<file path="src/rtl/pc_sequencer_pkg.sv">
// rtl/pc_sequencer_pkg.sv - shared defaults and state encoding for the fetch sequencer
package pc_sequencer_pkg;

   localparam int          PC_W_DEFAULT        = 32;
   localparam int          INSTR_BYTES_DEFAULT = 4;
   localparam int          RAS_DEPTH_DEFAULT   = 8;
   localparam int unsigned RESET_PC_DEFAULT    = 32'h0;

   typedef enum logic [1:0] {
      S_BOOT  = 2'd0,
      S_FETCH = 2'd1,
      S_EXEC  = 2'd2,
      S_HALT  = 2'd3
   } seq_state_e;

endpackage

</file>
<file path="src/rtl/pc_sequencer_if.sv">
// rtl/pc_sequencer_if.sv - instruction-fetch handshake and execute-resolution bundle
interface pc_sequencer_if
   import pc_sequencer_pkg::*;
#(
   parameter int PC_W = PC_W_DEFAULT
);

   logic            imem_req;
   logic [PC_W-1:0] imem_addr;
   logic            imem_gnt;

   logic            exec_valid;
   logic            is_branch_taken;
   logic            is_call;
   logic            is_ret;
   logic            is_halt;
   logic [PC_W-1:0] branch_target;
   logic [PC_W-1:0] ret_fallback;

   modport master (
      output imem_req, imem_addr,
      input  imem_gnt,
      input  exec_valid, is_branch_taken, is_call, is_ret, is_halt,
      input  branch_target, ret_fallback
   );

   modport slave (
      input  imem_req, imem_addr,
      output imem_gnt,
      output exec_valid, is_branch_taken, is_call, is_ret, is_halt,
      output branch_target, ret_fallback
   );

endinterface

</file>
<file path="src/rtl/pc_sequencer_ras_stack.sv">
// rtl/pc_sequencer_ras_stack.sv - circular return-address LIFO; a push when full drops the oldest entry
module pc_sequencer_ras_stack
   import pc_sequencer_pkg::*;
#(
   parameter int DATA_W = PC_W_DEFAULT,
   parameter int DEPTH  = RAS_DEPTH_DEFAULT
) (
   input  logic                     clk,
   input  logic                     reset,
   input  logic                     push,
   input  logic                     pop,
   input  logic [DATA_W-1:0]        push_data,
   output logic [DATA_W-1:0]        top,
   output logic [$clog2(DEPTH):0]   count,
   output logic                     full,
   output logic                     empty
);

   localparam int PTR_W = $clog2(DEPTH);
   localparam int CNT_W = PTR_W + 1;

   logic [PTR_W-1:0]  wr_ptr_q, wr_ptr_d;
   logic [PTR_W-1:0]  rd_ptr;
   logic [CNT_W-1:0]  count_q, count_d;
   logic [DATA_W-1:0] mem_q [DEPTH];
   logic              do_pop, do_push;

   assign full   = (count_q == CNT_W'(DEPTH));
   assign empty  = (count_q == '0);
   assign rd_ptr = wr_ptr_q - PTR_W'(1);
   assign top    = mem_q[rd_ptr];
   assign count  = count_q;

   // A valid pop wins over a simultaneous push; empty pops are ignored here.
   assign do_pop  = pop && !empty;
   assign do_push = push && !do_pop;

   always_comb begin
      wr_ptr_d = wr_ptr_q;
      count_d  = count_q;
      if (do_pop) begin
         wr_ptr_d = rd_ptr;
         count_d  = count_q - CNT_W'(1);
      end else if (do_push) begin
         wr_ptr_d = wr_ptr_q + PTR_W'(1);
         if (!full) begin
            count_d = count_q + CNT_W'(1);
         end
      end
   end

   always_ff @(posedge clk or negedge reset) begin
      if (!reset) begin
         wr_ptr_q <= '0;
         count_q  <= '0;
      end else begin
         wr_ptr_q <= wr_ptr_d;
         count_q  <= count_d;
      end
   end

   always_ff @(posedge clk) begin
      if (do_push) begin
         mem_q[wr_ptr_q] <= push_data;
      end
   end

endmodule

</file>
<file path="src/rtl/pc_sequencer.sv">
// rtl/pc_sequencer.sv - BOOT/FETCH/EXEC/HALT program-counter sequencer with return-address stack
module pc_sequencer
   import pc_sequencer_pkg::*;
#(
   parameter int              PC_W        = PC_W_DEFAULT,
   parameter int              INSTR_BYTES = INSTR_BYTES_DEFAULT,
   parameter int              RAS_DEPTH   = RAS_DEPTH_DEFAULT,
   parameter logic [PC_W-1:0] RESET_PC    = PC_W'(RESET_PC_DEFAULT)
) (
   input  logic                        clk,
   input  logic                        reset,
   pc_sequencer_if.master              bus,
   input  logic                        stall,
   output logic [PC_W-1:0]             pc,
   output logic                        issue,
   output logic                        halted,
   output logic [$clog2(RAS_DEPTH):0]  ras_count,
   output logic                        ras_overflow,
   output logic                        ras_underflow
);

   seq_state_e      state_q, state_d;
   logic [PC_W-1:0] pc_q, pc_d;
   logic            req_pend_q, req_pend_d;
   logic            issue_q, issue_d;
   logic            ovf_q, ovf_d;
   logic            unf_q, unf_d;

   logic            imem_req;
   logic [PC_W-1:0] pc_seq;
   logic            ras_push, ras_pop, ras_full, ras_empty;
   logic [PC_W-1:0] ras_top;

   assign pc_seq = pc_q + PC_W'(INSTR_BYTES);

   // Stall only gates a request that has not been presented yet.
   assign imem_req = (state_q == S_FETCH) && (req_pend_q || !stall);

   assign bus.imem_req  = imem_req;
   assign bus.imem_addr = pc_q;
   assign pc            = pc_q;
   assign issue         = issue_q;
   assign halted        = (state_q == S_HALT);
   assign ras_overflow  = ovf_q;
   assign ras_underflow = unf_q;

   pc_sequencer_ras_stack #(
      .DATA_W (PC_W),
      .DEPTH  (RAS_DEPTH)
   ) u_ras (
      .clk       (clk),
      .reset     (reset),
      .push      (ras_push),
      .pop       (ras_pop),
      .push_data (pc_seq),
      .top       (ras_top),
      .count     (ras_count),
      .full      (ras_full),
      .empty     (ras_empty)
   );

   always_comb begin
      state_d    = state_q;
      pc_d       = pc_q;
      req_pend_d = req_pend_q;
      issue_d    = 1'b0;
      ovf_d      = ovf_q;
      unf_d      = unf_q;
      ras_push   = 1'b0;
      ras_pop    = 1'b0;
      unique case (state_q)
         S_BOOT: state_d = S_FETCH;
         S_FETCH: begin
            if (imem_req) begin
               if (bus.imem_gnt) begin
                  state_d    = S_EXEC;
                  req_pend_d = 1'b0;
                  issue_d    = 1'b1;
               end else begin
                  req_pend_d = 1'b1;
               end
            end
         end
         S_EXEC: begin
            if (bus.exec_valid) begin
               state_d = S_FETCH;
               // Priority: halt, ret, call, taken branch, sequential.
               if (bus.is_halt) begin
                  state_d = S_HALT;
               end else if (bus.is_ret) begin
                  if (!ras_empty) begin
                     ras_pop = 1'b1;
                     pc_d    = ras_top;
                  end else begin
                     pc_d  = bus.ret_fallback;
                     unf_d = 1'b1;
                  end
               end else if (bus.is_call) begin
                  ras_push = 1'b1;
                  pc_d     = bus.branch_target;
                  if (ras_full) begin
                     ovf_d = 1'b1;
                  end
               end else if (bus.is_branch_taken) begin
                  pc_d = bus.branch_target;
               end else begin
                  pc_d = pc_seq;
               end
            end
         end
         S_HALT: state_d = S_HALT;
         default: state_d = S_BOOT;
      endcase
   end

   always_ff @(posedge clk or negedge reset) begin
      if (!reset) begin
         state_q    <= S_BOOT;
         pc_q       <= RESET_PC;
         req_pend_q <= 1'b0;
         issue_q    <= 1'b0;
         ovf_q      <= 1'b0;
         unf_q      <= 1'b0;
      end else begin
         state_q    <= state_d;
         pc_q       <= pc_d;
         req_pend_q <= req_pend_d;
         issue_q    <= issue_d;
         ovf_q      <= ovf_d;
         unf_q      <= unf_d;
      end
   end

endmodule

</file>
<file path="src/flat_wrapper.sv">
// flat-port wrapper written by rule: the top's interface ports become plain ports
module pc_sequencer_flat import pc_sequencer_pkg::*;
#(
   parameter int              PC_W        = PC_W_DEFAULT,
   parameter int              INSTR_BYTES = INSTR_BYTES_DEFAULT,
   parameter int              RAS_DEPTH   = RAS_DEPTH_DEFAULT,
   parameter logic [PC_W-1:0] RESET_PC    = PC_W'(RESET_PC_DEFAULT)
)
  (clk, reset, stall, pc, issue, halted, ras_count, ras_overflow, ras_underflow, bus_imem_req, bus_imem_addr, bus_imem_gnt, bus_exec_valid, bus_is_branch_taken, bus_is_call, bus_is_ret, bus_is_halt, bus_branch_target, bus_ret_fallback);
  pc_sequencer_if #(.PC_W(PC_W)) bus_i ();
  input  logic clk;
  input  logic reset;
  input  logic stall;
  output logic [PC_W-1:0] pc;
  output logic issue;
  output logic halted;
  output logic [$clog2(RAS_DEPTH):0] ras_count;
  output logic ras_overflow;
  output logic ras_underflow;
  output wire logic [$bits(bus_i.imem_req)-1:0] bus_imem_req;
  output wire logic [$bits(bus_i.imem_addr)-1:0] bus_imem_addr;
  input wire logic [$bits(bus_i.imem_gnt)-1:0] bus_imem_gnt;
  input wire logic [$bits(bus_i.exec_valid)-1:0] bus_exec_valid;
  input wire logic [$bits(bus_i.is_branch_taken)-1:0] bus_is_branch_taken;
  input wire logic [$bits(bus_i.is_call)-1:0] bus_is_call;
  input wire logic [$bits(bus_i.is_ret)-1:0] bus_is_ret;
  input wire logic [$bits(bus_i.is_halt)-1:0] bus_is_halt;
  input wire logic [$bits(bus_i.branch_target)-1:0] bus_branch_target;
  input wire logic [$bits(bus_i.ret_fallback)-1:0] bus_ret_fallback;
  assign bus_imem_req = bus_i.imem_req;
  assign bus_imem_addr = bus_i.imem_addr;
  assign bus_i.imem_gnt = bus_imem_gnt;
  assign bus_i.exec_valid = bus_exec_valid;
  assign bus_i.is_branch_taken = bus_is_branch_taken;
  assign bus_i.is_call = bus_is_call;
  assign bus_i.is_ret = bus_is_ret;
  assign bus_i.is_halt = bus_is_halt;
  assign bus_i.branch_target = bus_branch_target;
  assign bus_i.ret_fallback = bus_ret_fallback;
  pc_sequencer #(.PC_W(PC_W), .INSTR_BYTES(INSTR_BYTES), .RAS_DEPTH(RAS_DEPTH), .RESET_PC(RESET_PC)) u_core (.clk(clk), .reset(reset), .bus(bus_i), .stall(stall), .pc(pc), .issue(issue), .halted(halted), .ras_count(ras_count), .ras_overflow(ras_overflow), .ras_underflow(ras_underflow));
endmodule
</file>
<file path="config.mk">
export PLATFORM = sky130hd
export DESIGN_NAME = pc_sequencer_flat
export DESIGN_NICKNAME = d
export VERILOG_FILES = /design/src/rtl/pc_sequencer_pkg.sv /design/src/rtl/pc_sequencer_if.sv /design/src/rtl/pc_sequencer_ras_stack.sv /design/src/rtl/pc_sequencer.sv /design/src/flat_wrapper.sv
export SDC_FILE = /design/constraint.sdc
export NUM_CORES = 1
export LEC_CHECK = 0
export ABC_AREA = 1
export BUFFER_PORTS_ARGS = -buffer_cell sky130_fd_sc_hd__buf_2
export CAP_MARGIN = 10
export CORE_ASPECT_RATIO = 1.2
export CORE_UTILIZATION = 54
export CTS_CLUSTER_SIZE = 8
export DETAILED_ROUTE_END_ITERATION = 8
export MAX_ROUTING_LAYER = met4
export PLACE_DENSITY_LB_ADDON = 0.2
export RECOVER_POWER = 100
export SETUP_SLACK_MARGIN = 0.1
export SYNTH_ARGS = -nofsm -noshare
export SYNTH_HDL_FRONTEND = slang
export SYNTH_SLANG_ARGS = --single-unit
export TNS_END_PERCENT = 50
</file>
<file path="constraint.sdc">
create_clock -name clk -period 3.5 [get_ports clk]
set_input_delay 0.7 -clock clk [delete_from_list [all_inputs] [get_ports clk]]
set_output_delay 0.7 -clock clk [all_outputs]
set_load 0.01 [all_outputs]
</file>
Word-level counts from Yosys, hierarchy flattened:

Memory sizes are Yosys's and may differ from the RTL's.
Cells that the tools add are included.

* $add $sub $neg: 5
* multiplexer cells: 30
* bitwise logic cells: 2
* eq/ne operators: 8
* reductions and logical operators: 16

Operator list (count)
* $mux W32: 4
* $add A32 B3 Y32 const B: 1
* $mux W1: 16
* $mux W4: 3
* $mux W2: 4
* $ne A2 B2 Y1 const B: 4
* $pmux W2 S4: 1
* $mux W3: 2
* $reduce_and A3 Y1: 2
* $reduce_and A6 Y1: 1
* $reduce_and A5 Y1: 1
* $add A4 B1 Y4 const B: 1
* $eq A2 B2 Y1 const B: 2
* $eq A4 B4 Y1 const B: 1
* $logic_not A4 Y1: 1
* $reduce_and A2 Y1: 2
* $sub A4 B1 Y4 const B: 1
* $add A3 B1 Y3 const B: 1
* $logic_and A1 B1 Y1: 3
* $logic_not A1 Y1: 3
* $sub A3 B1 Y3 const B: 1
* $eq A2 B1 Y1 const B: 1
* $logic_not A2 Y1: 1
* $not A1 Y1: 2
* 2 further kinds: 2

* register bits: 45
* output and inout bits: 73
* memories: 1
* bits in writable memories: 256
* input bits: 73
* word-level logic and storage cells: 70

Memories
* u_core.u_ras.mem_q: words 8, bits a word 32, read ports 1, clocked after Yosys merged registers in 0, wr ports 1, RTL line pc_sequencer_ras_stack.sv:25 `logic [DATA_W-1:0] mem_q [DEPTH];`

Depth between registers and ports, before layout:

Gate-level depths: netlist (run 1).

* depth after elaboration: 11
* gate-level depth with buffers: 14
* gate-level depth less buffers: 14

Modules after synthesis:

A second synthesis (run 1) with hierarchy kept.

* cell total of the unflattened synthesis: 1336
* area total of the unflattened synthesis: 13799.5 um2

By module, submodules not included
* pc_sequencer_ras_stack: seq. area each 7862.5 um2, area an instance 10567.6 um2, cells an instance 861, times used 1
* pc_sequencer: seq. area each 950.9 um2, area an instance 3231.8 um2, cells an instance 475, times used 1

Worst setup path after synthesis (run 1):

Ideal clock, no wire load.

* path type: input port to flip-flop
* start point: input bus_exec_valid
* end point: memory u_core.u_ras.mem_q[1][0] in the netlist's numbering (enable)
* arrival time: 3503 ps
* stages: 8
* library setup time: 461 ps
* required time: 3039 ps
* path buffers: 0
* setup slack: -464 ps
* cells stage by stage: inv_1 > nor2_1 > nand3_2 > inv_2 > nand3_2 > inv_2 > nand2_1 > nor3_1

* cells in the longest elaborated chain, start to end: 7
* elaborated cells between the ends (all ways): 9
* those cells by class: mux (6); reduce/logical (3)

RTL lines
* start: declaration: RTL line flat_wrapper.sv:23 `input wire logic [$bits(bus_i.exec_valid)-1:0] bus_exec_valid;`
* $mux W1: RTL line pc_sequencer.sv:85 `if (bus.exec_valid) begin`
* $mux W1: RTL line pc_sequencer.sv:71 `unique case (state_q)`
* $logic_and A1 B1 Y1: RTL line pc_sequencer_ras_stack.sv:35 `assign do_pop = pop && !empty;`
* $logic_not A1 Y1: RTL line pc_sequencer_ras_stack.sv:36 `assign do_push = push && !do_pop;`
* $logic_and A1 B1 Y1 (*): RTL line pc_sequencer_ras_stack.sv:36
* $mux W1 (*): RTL line pc_sequencer_ras_stack.sv:63 `if (do_push) begin`
* $mux W1 (not written as such) (*): RTL line pc_sequencer_ras_stack.sv:64 `mem_q[wr_ptr_q] <= push_data;`
* end: declaration: RTL line pc_sequencer_ras_stack.sv:25

Every way passes the cells marked *; elsewhere a longest branch is shown, timed or not.

Final worst setup path (run 1):

* start point: register u_core.u_ras.wr_ptr_q[0]
* end point: memory u_core.u_ras.mem_q[6][22] in the netlist's numbering (enable)

RTL lines
* start: declaration: RTL line pc_sequencer_ras_stack.sv:22 `logic [PTR_W-1:0] wr_ptr_q, wr_ptr_d;`
* start signal: assignment: RTL line pc_sequencer_ras_stack.sv:57 `wr_ptr_q <= wr_ptr_d;`

No word-level cell before the write port.

==> results of run 1 <==
-- how the worst min path moves through the flow --
| stage | to | slack, ns |
|---|---|---|
| after detailed placement | u_core.ras_overflow | 0.45 |
| after global placement | u_core.ras_underflow | 0.45 |
| after global routing | u_core.state_q[1] | 0.46 |
| after floorplan | u_core.bus.imem_addr[0] | 0.40 |
| after CTS | u_core.ras_underflow | 0.30 |
| final | u_core.state_q[1] | 0.43 |
-- kinds of logic after synthesis --
group                      synth area share, %
adders and majority gates                0.552
buffers and inverters                     9.77
DFF                                       59.0
AOI/OAI and AO/OA                         4.81
xor gates and xnor gates                 0.804
and+or+nand+nor                           25.1
-- cell type report --
class / count / area (µm²) / area share [%]
sequential: 301 / 8820 / 52.6
inverter: 226 / 848 / 5.06
tap: 340 / 425 / 2.54
multi-input combinational: 1009 / 4630 / 27.6
timing repair buffer: 172 / 816 / 4.87
clock inverter: 3 / 30.0 / 0.179
clock buffer: 68 / 1190 / 7.11
-- cells in the mapped netlist, drive strengths merged --
master	number	area (µm²)
edfxtp	256	7690
buf	79	507
nor3	12	60.1
ha	5	62.6
dfrtp	45	1130
o21bai	8	60.1
nor4	1	6.26
fa	1	20.0
nor2	163	659
clkinv	1	3.75
xor2	8	77.6
nand4	3	18.8
and2	1	6.26
o221ai	1	8.76
or2	59	369
inv	225	845
nand3	195	1030
xnor2	4	42.6
nand3b	2	15.0
a21oi	43	215
clkbuf	28	105
nand2	418	1590
a21o	1	7.51
a211oi	1	7.51
o21ai	83	419
-- power breakdown --
part           total (W)  internal (W)  switching [W]
clock            0.00378       0.00231        0.00147
sequential       0.00510       0.00457       0.000532
combinational    0.00547       0.00152        0.00395
total             0.0144       0.00840        0.00595
-- per-layer routing --
| layer | vias up | global-route usage (%) | share of wire, % |
|---|---|---|---|
| met3 | 86 | 3.97 | 7.7 |
| met4 | 0 | 10.4 | 3.2 |
| li1 | 5492 | - | - |
| met2 | 568 | 49.6 | 47 |
| met5 | - | - | 0 |
| met1 | 5501 | 40.4 | 42 |
-- through the flow --
step,std cells,hold slack (ns),instance area (µm²)
after floorplan,1643,0.404,14900
after global placement,2048,0.455,15800
after detailed placement,2048,0.446,15800
after CTS,2119,0.297,17000
after global routing,2119,0.462,16800
final,2119,0.435,16800
-- worst max-delay path, stage by stage (launching register included) --
cell and delay, ns:
dfrtp_4 0.48, inv_1 0.08, buf_4 0.71, nand2_1 0.28, nor3_1 0.21, clkbuf_2 0.81
-- state kept, by name, indices dropped and copies added, names as in the netlist --
name and cells:
u_core.bus.imem_addr 32, u_core.ras_underflow 1, u_core.u_ras.wr_ptr_q 3, u_core.ras_overflow 1, u_core.u_ras.mem_q 256, u_core.state_q 2, u_core.issue 1, u_core.u_ras.count 4
u_core.req_pend_q 1
==> run summary, run 1 <==
post-CTS setup buffer count - 0
synth-to-layout area growth - 12.1%
height of the die - 184 µm
Final Hold Vio Count - 0
launch point of the critical path - u_core.u_ras.wr_ptr_q[0]
Period Utilization, post-route - 86.1%
portion of the post-synthesis area used by sequential elements - 59.0%
flops & latches, synth - 301
startpoint of the worst hold path - bus_is_halt
failing checks - capacitance limit, slew limit
post-synthesis cell type count - 39
Detailed Route WL - 41,400 µm
Reg clk slew, reported paths - 0.05 ns
reg-to-reg setup timing slack - 0.49 ns
DRT Pass-1 Iters - 6
max-slew headroom at the worst pin - -34.3%
worst clock skew - 0.0178 ns
Port Buf Inserts - 145
number of slew-limit violations in the final report - 35
number of antenna diodes - 0
RSZ-0062 raised after global routing - no
initial antenna violation count - 0
number of clock sinks seen by CTS - 301
# hold bufs at CTS - 0
net count after synthesis - 1,722
Syn Inst Count - 1,643
Tot Pwr - 0.0144 W
insertion delay to the later sink of the worst-skew pair - 0.53 ns
last weighted congestion value of the routability-driven placer - 0.942
Synth Area per Inst - 9.10 µm²
number of cells upsized or downsized after cts - 0
DRC violations left - 0
CP Class - flip-flop to flip-flop
total grt overflow - 0
DR vias - 11,600
number of buffers created by CTS - 43
required time of the critical path - 3.64 ns
worst endpoint data arrival time - 3.16 ns
YS warnings - 0
Cell Pwr Density - 857 nW/µm²
CTS Root Cell - clkbuf_16
worst min-delay path category - input port to flip-flop
Horiz. Die Dim - 154 µm
fillers - 2,309
vias per cell - 5.50
Max-Cap Viols - 1
setup ws final - 0.488 ns
worst reg2reg path endpoint - u_core.u_ras.mem_q[6][22]
WL per Instance - 19.5 µm
antenna violation net count after detailed routing - 0
Synth Cell Area - 14,900 µm²
post-route minimum period - 3.01 ns
Worst setup endpoint - u_core.u_ras.mem_q[6][22]
area enclosed by the die boundary - 28,400 µm²
total I/O pin count - 146
number of instances on the worst hold path - 3
layout net count - 1,832
CP max FO - 81
transition at the pin with the smallest max-transition slack - 2.01 ns
Worst Setup End Kind - flip-flop
Register-to-Register Path Depth - 5
clock tree from TritonCTS - done
worst slack at placement - 0.735 ns
leading cell types in the layout, fill and taps excluded - 416 x nand2_1, 256 x edfxtp_1, 223 x inv_1
Final TNS setup - 0 ns
Setup Viol. Count Final - 0
global-route wire length before repair - 63,100 µm
via count of the first global-routing pass - 10,900
Core Util, Final - 61.7%
floorplan core area - 27,200 µm²
maximum clock path buffer count - 3
leading cell type in the layout, fill and taps excluded - nand2_1
total number of H-tree levels - 2
global-route total usage across every layer - 30.7%
maximum number of pins on one net before global-route repair - 180
critical path launch point type - flip-flop
status - complete, but fails checks
Starting Density - 55.0%
LEAKAGE - 7.24 nW
maximum vdd drop - 553 µV
std cell rows - 66
fraction of final layout cells sized beyond drive strength 1 - 11.7%
worst reg2reg path startpoint - u_core.u_ras.wr_ptr_q[0]
Peak Freq - 332 MHz
initial detailed-routing violation count - 1,213
HPWL reported at the end of detailed placement - 26,800 µm
(Power assumes the default switching activity.)
==> inputs of run 2 (changes only) <==
--- a/config.mk
+++ b/config.mk
@@ -14,7 +14,7 @@
 export DETAILED_ROUTE_END_ITERATION = 8
 export MAX_ROUTING_LAYER = met4
 export PLACE_DENSITY_LB_ADDON = 0.2
-export RECOVER_POWER = 100
+export RECOVER_POWER = 25
 export SETUP_SLACK_MARGIN = 0.1
 export SYNTH_ARGS = -nofsm -noshare
 export SYNTH_HDL_FRONTEND = slang
==> constraint.sdc (replaced) <==
create_clock -name clk -period 3.5 [get_ports clk]
set_input_delay 0.175 -clock clk [delete_from_list [all_inputs] [get_ports clk]]
set_output_delay 0.175 -clock clk [all_outputs]
set_load 0.01 [all_outputs]
==> run 2 against run 1 <==
Compared with the run above:
- the run now ends clean
- cell area grew 1.9%
- setup slack gained 0.095 ns
- count of clock-buffer cells in the layout grew 8
- routed wire length shrank 2.8%
- total power shrank 1.1%
- combinational power shrank 3%
- flip-flop and latch count is the same
- via count shrank 0.59%
- non-clock buffer count grew 14
- clock skew shrank 0.0012 ns
- global-route usage shrank 0.55 points
==> run summary, run 2 (synthesized netlist as in run 1, its figures left out) <==
number of slew-limit violations in the final report - 0
std cell rows - 66
initial detailed-routing violation count - 982
Starting Density - 55.0%
worst slack at placement - 0.894 ns
Horiz. Die Dim - 154 µm
cell mode on critical path - nand2_1
vias per cell - 5.41
HPWL reported at the end of detailed placement - 25,500 µm
DRT Pass-1 Iters - 5
status - finished clean
layout net count - 1,846
Cell Pwr Density - 831 nW/µm²
cell-by-cell listing of the critical path - inv_1, nand3_1, nor2_1, nand2_1, inv_1, ha_1, nand2_1, nor2_1, a211oi_1, or2_1, nand3_1, nand2_1, nand2_1
Comb pwr share - 37.3%
number of cells upsized or downsized after cts - 0
fraction of final layout cells sized beyond drive strength 1 - 13.4%
setup ws final - 0.583 ns
Reg clk slew, reported paths - 0.05 ns
via count of the first global-routing pass - 11,200
Detailed Route WL - 40,300 µm
height of the die - 184 µm
number of clock sinks seen by CTS - 301
total I/O pin count - 146
LEAKAGE - 7.36 nW
global-route total usage across every layer - 30.2%
Peak Freq - 343 MHz
number of buffers created by CTS - 43
Setup Viol. Count Final - 0
DRC violations left - 0
worst clock skew - 0.0166 ns
CTS Root Cell - clkbuf_16
RSZ-0062 raised after global routing - no
Largest register FFs - 256
area enclosed by the die boundary - 28,400 µm²
transition at the pin with the smallest max-transition slack - 1.18 ns
Port Buf Inserts - 145
largest reg by FF count - u_core.u_ras.mem_q
Final Hold Vio Count - 0
fillers - 2,240
maximum number of pins on one net before global-route repair - 180
Max-Cap Viols - 0
Crit-path slowest cell - nand3_1
total grt overflow - 0
synth-to-layout area growth - 14.2%
proportion of total power due to net switching - 40.5%
antenna violation net count after detailed routing - 0
initial antenna violation count - 0
Slowest Stage Delay on Critical Path - 0.48 ns
WL per Instance - 18.8 µm
switching power summed over all nets - 0.00574 W
critical path launch point type - flip-flop
Tot Pwr - 0.0142 W
CP Class - flip-flop to flip-flop
global-route wire length before repair - 62,000 µm
Worst Setup End Kind - flip-flop
register share of total power - 35.9%
CP max FO - 11
Power Internal - 0.00845 W
floorplan core area - 27,200 µm²
leading cell types in the layout, fill and taps excluded - 413 x nand2_1, 256 x edfxtp_1, 220 x inv_1
last weighted congestion value of the routability-driven placer - 0.861
max-slew headroom at the worst pin - 21.4%
Period Utilization, post-route - 83.3%
number of antenna diodes - 0
leading cell type in the layout, fill and taps excluded - nand2_1
clock share of power - 26.8%
required time of the critical path - 3.92 ns
maximum vdd drop - 627 µV
clock tree from TritonCTS - done
maximum clock path buffer count - 3
DR vias - 11,600
worst min-delay path category - input port to flip-flop
insertion delay to the later sink of the worst-skew pair - 0.55 ns
worst endpoint data arrival time - 3.34 ns
total number of H-tree levels - 2
post-route minimum period - 2.92 ns
run 2: changes by cell type in the layout (fill, tap and decap cells not counted), sizes merged:
cell and change:
clkinv -1, clkbuf -6, dlygate4sd3 +11, inv +2, buf +17
run 2: area by class of cell:
type / count / area, µm² / share of cell area (%)
Sequential cell: 301 / 8820 / 51.6
Clock buffer: 76 / 1200 / 7.03
Timing Repair Buffer: 186 / 1020 / 5.95
Clock inverter: 4 / 31.3 / 0.183
Inverter: 226 / 848 / 4.97
Multi-Input combinational cell: 1009 / 4740 / 27.7
Tap cell: 340 / 425 / 2.49
run 2: power by group through the flow:
stage	clock network, W	registers [W]	logic, W
after floorplan	0	0.00500	0.00369
after global placement	0	0.00514	0.00526
after detailed placement	0	0.00514	0.00532
after CTS	0.00383	0.00508	0.00536
after global routing	0.00398	0.00513	0.00580
final	0.00380	0.00510	0.00529
run 2: per-layer routing:
| metal | wire [µm] | vias to the layer above | global-route usage, % |
|---|---|---|---|
| met3 | 3320 | 84 | 5.74 |
| met2 | 19700 | 534 | 50.0 |
| li1 | - | 5521 | - |
| met4 | 1340 | 0 | 12.4 |
| met1 | 15900 | 5439 | 36.4 |
| met5 | 0 | - | - |
run 2: path summary, 6_finish.rpt:
kind,depth (start not counted),slack (ns),start,end
worst min-delay path,5,0.02,bus_branch_target[3],u_core.bus.imem_addr[3]
worst max-delay path,13,0.58,u_core.state_q[0],u_core.u_ras.count[3]
worst min register to register,1,0.50,u_core.ras_overflow,u_core.ras_overflow
worst max register to register,13,0.58,u_core.state_q[0],u_core.u_ras.count[3]
max in group asynchronous,3,1.68,reset,u_core.u_ras.wr_ptr_q[0]
min in group asynchronous,2,0.14,reset,u_core.bus.imem_addr[7]
run 2: critical path, delay by kind of cell, from the launching register on:
kind / cells / cell delay, ns
and+or+nand+nor: 9 / 1.51
adders and majority gates: 1 / 0.31
buffers and inverters: 2 / 0.33
DFF: 1 / 0.40
AOI/OAI and AO/OA: 1 / 0.23
run 2: timing repair:
| item | CTS | global route |
|---|---|---|
| hold endpoints to repair | 50 | 0 |
| hold buffers | 11 | 0 |
| buffers inserted | 0 | 0 |
run 2: stage by stage:
| step | std cells | setup TNS [ns] | hold slack [ns] | util [%] | instance area, µm² |
|---|---|---|---|---|---|
| final | 2142 | 0 | 0.0164 | 62.9 | 17100 |
| after CTS | 2142 | 0 | 0.00262 | 63.2 | 17200 |
| after global placement | 2051 | 0 | 0.0570 | 58.3 | 15800 |
| after global routing | 2142 | 0 | 0.0475 | 62.9 | 17100 |
| after detailed placement | 2051 | 0 | 0.0547 | 58.3 | 15800 |
| after floorplan | 1643 | -31.90 | -0.121 | - | 14900 |
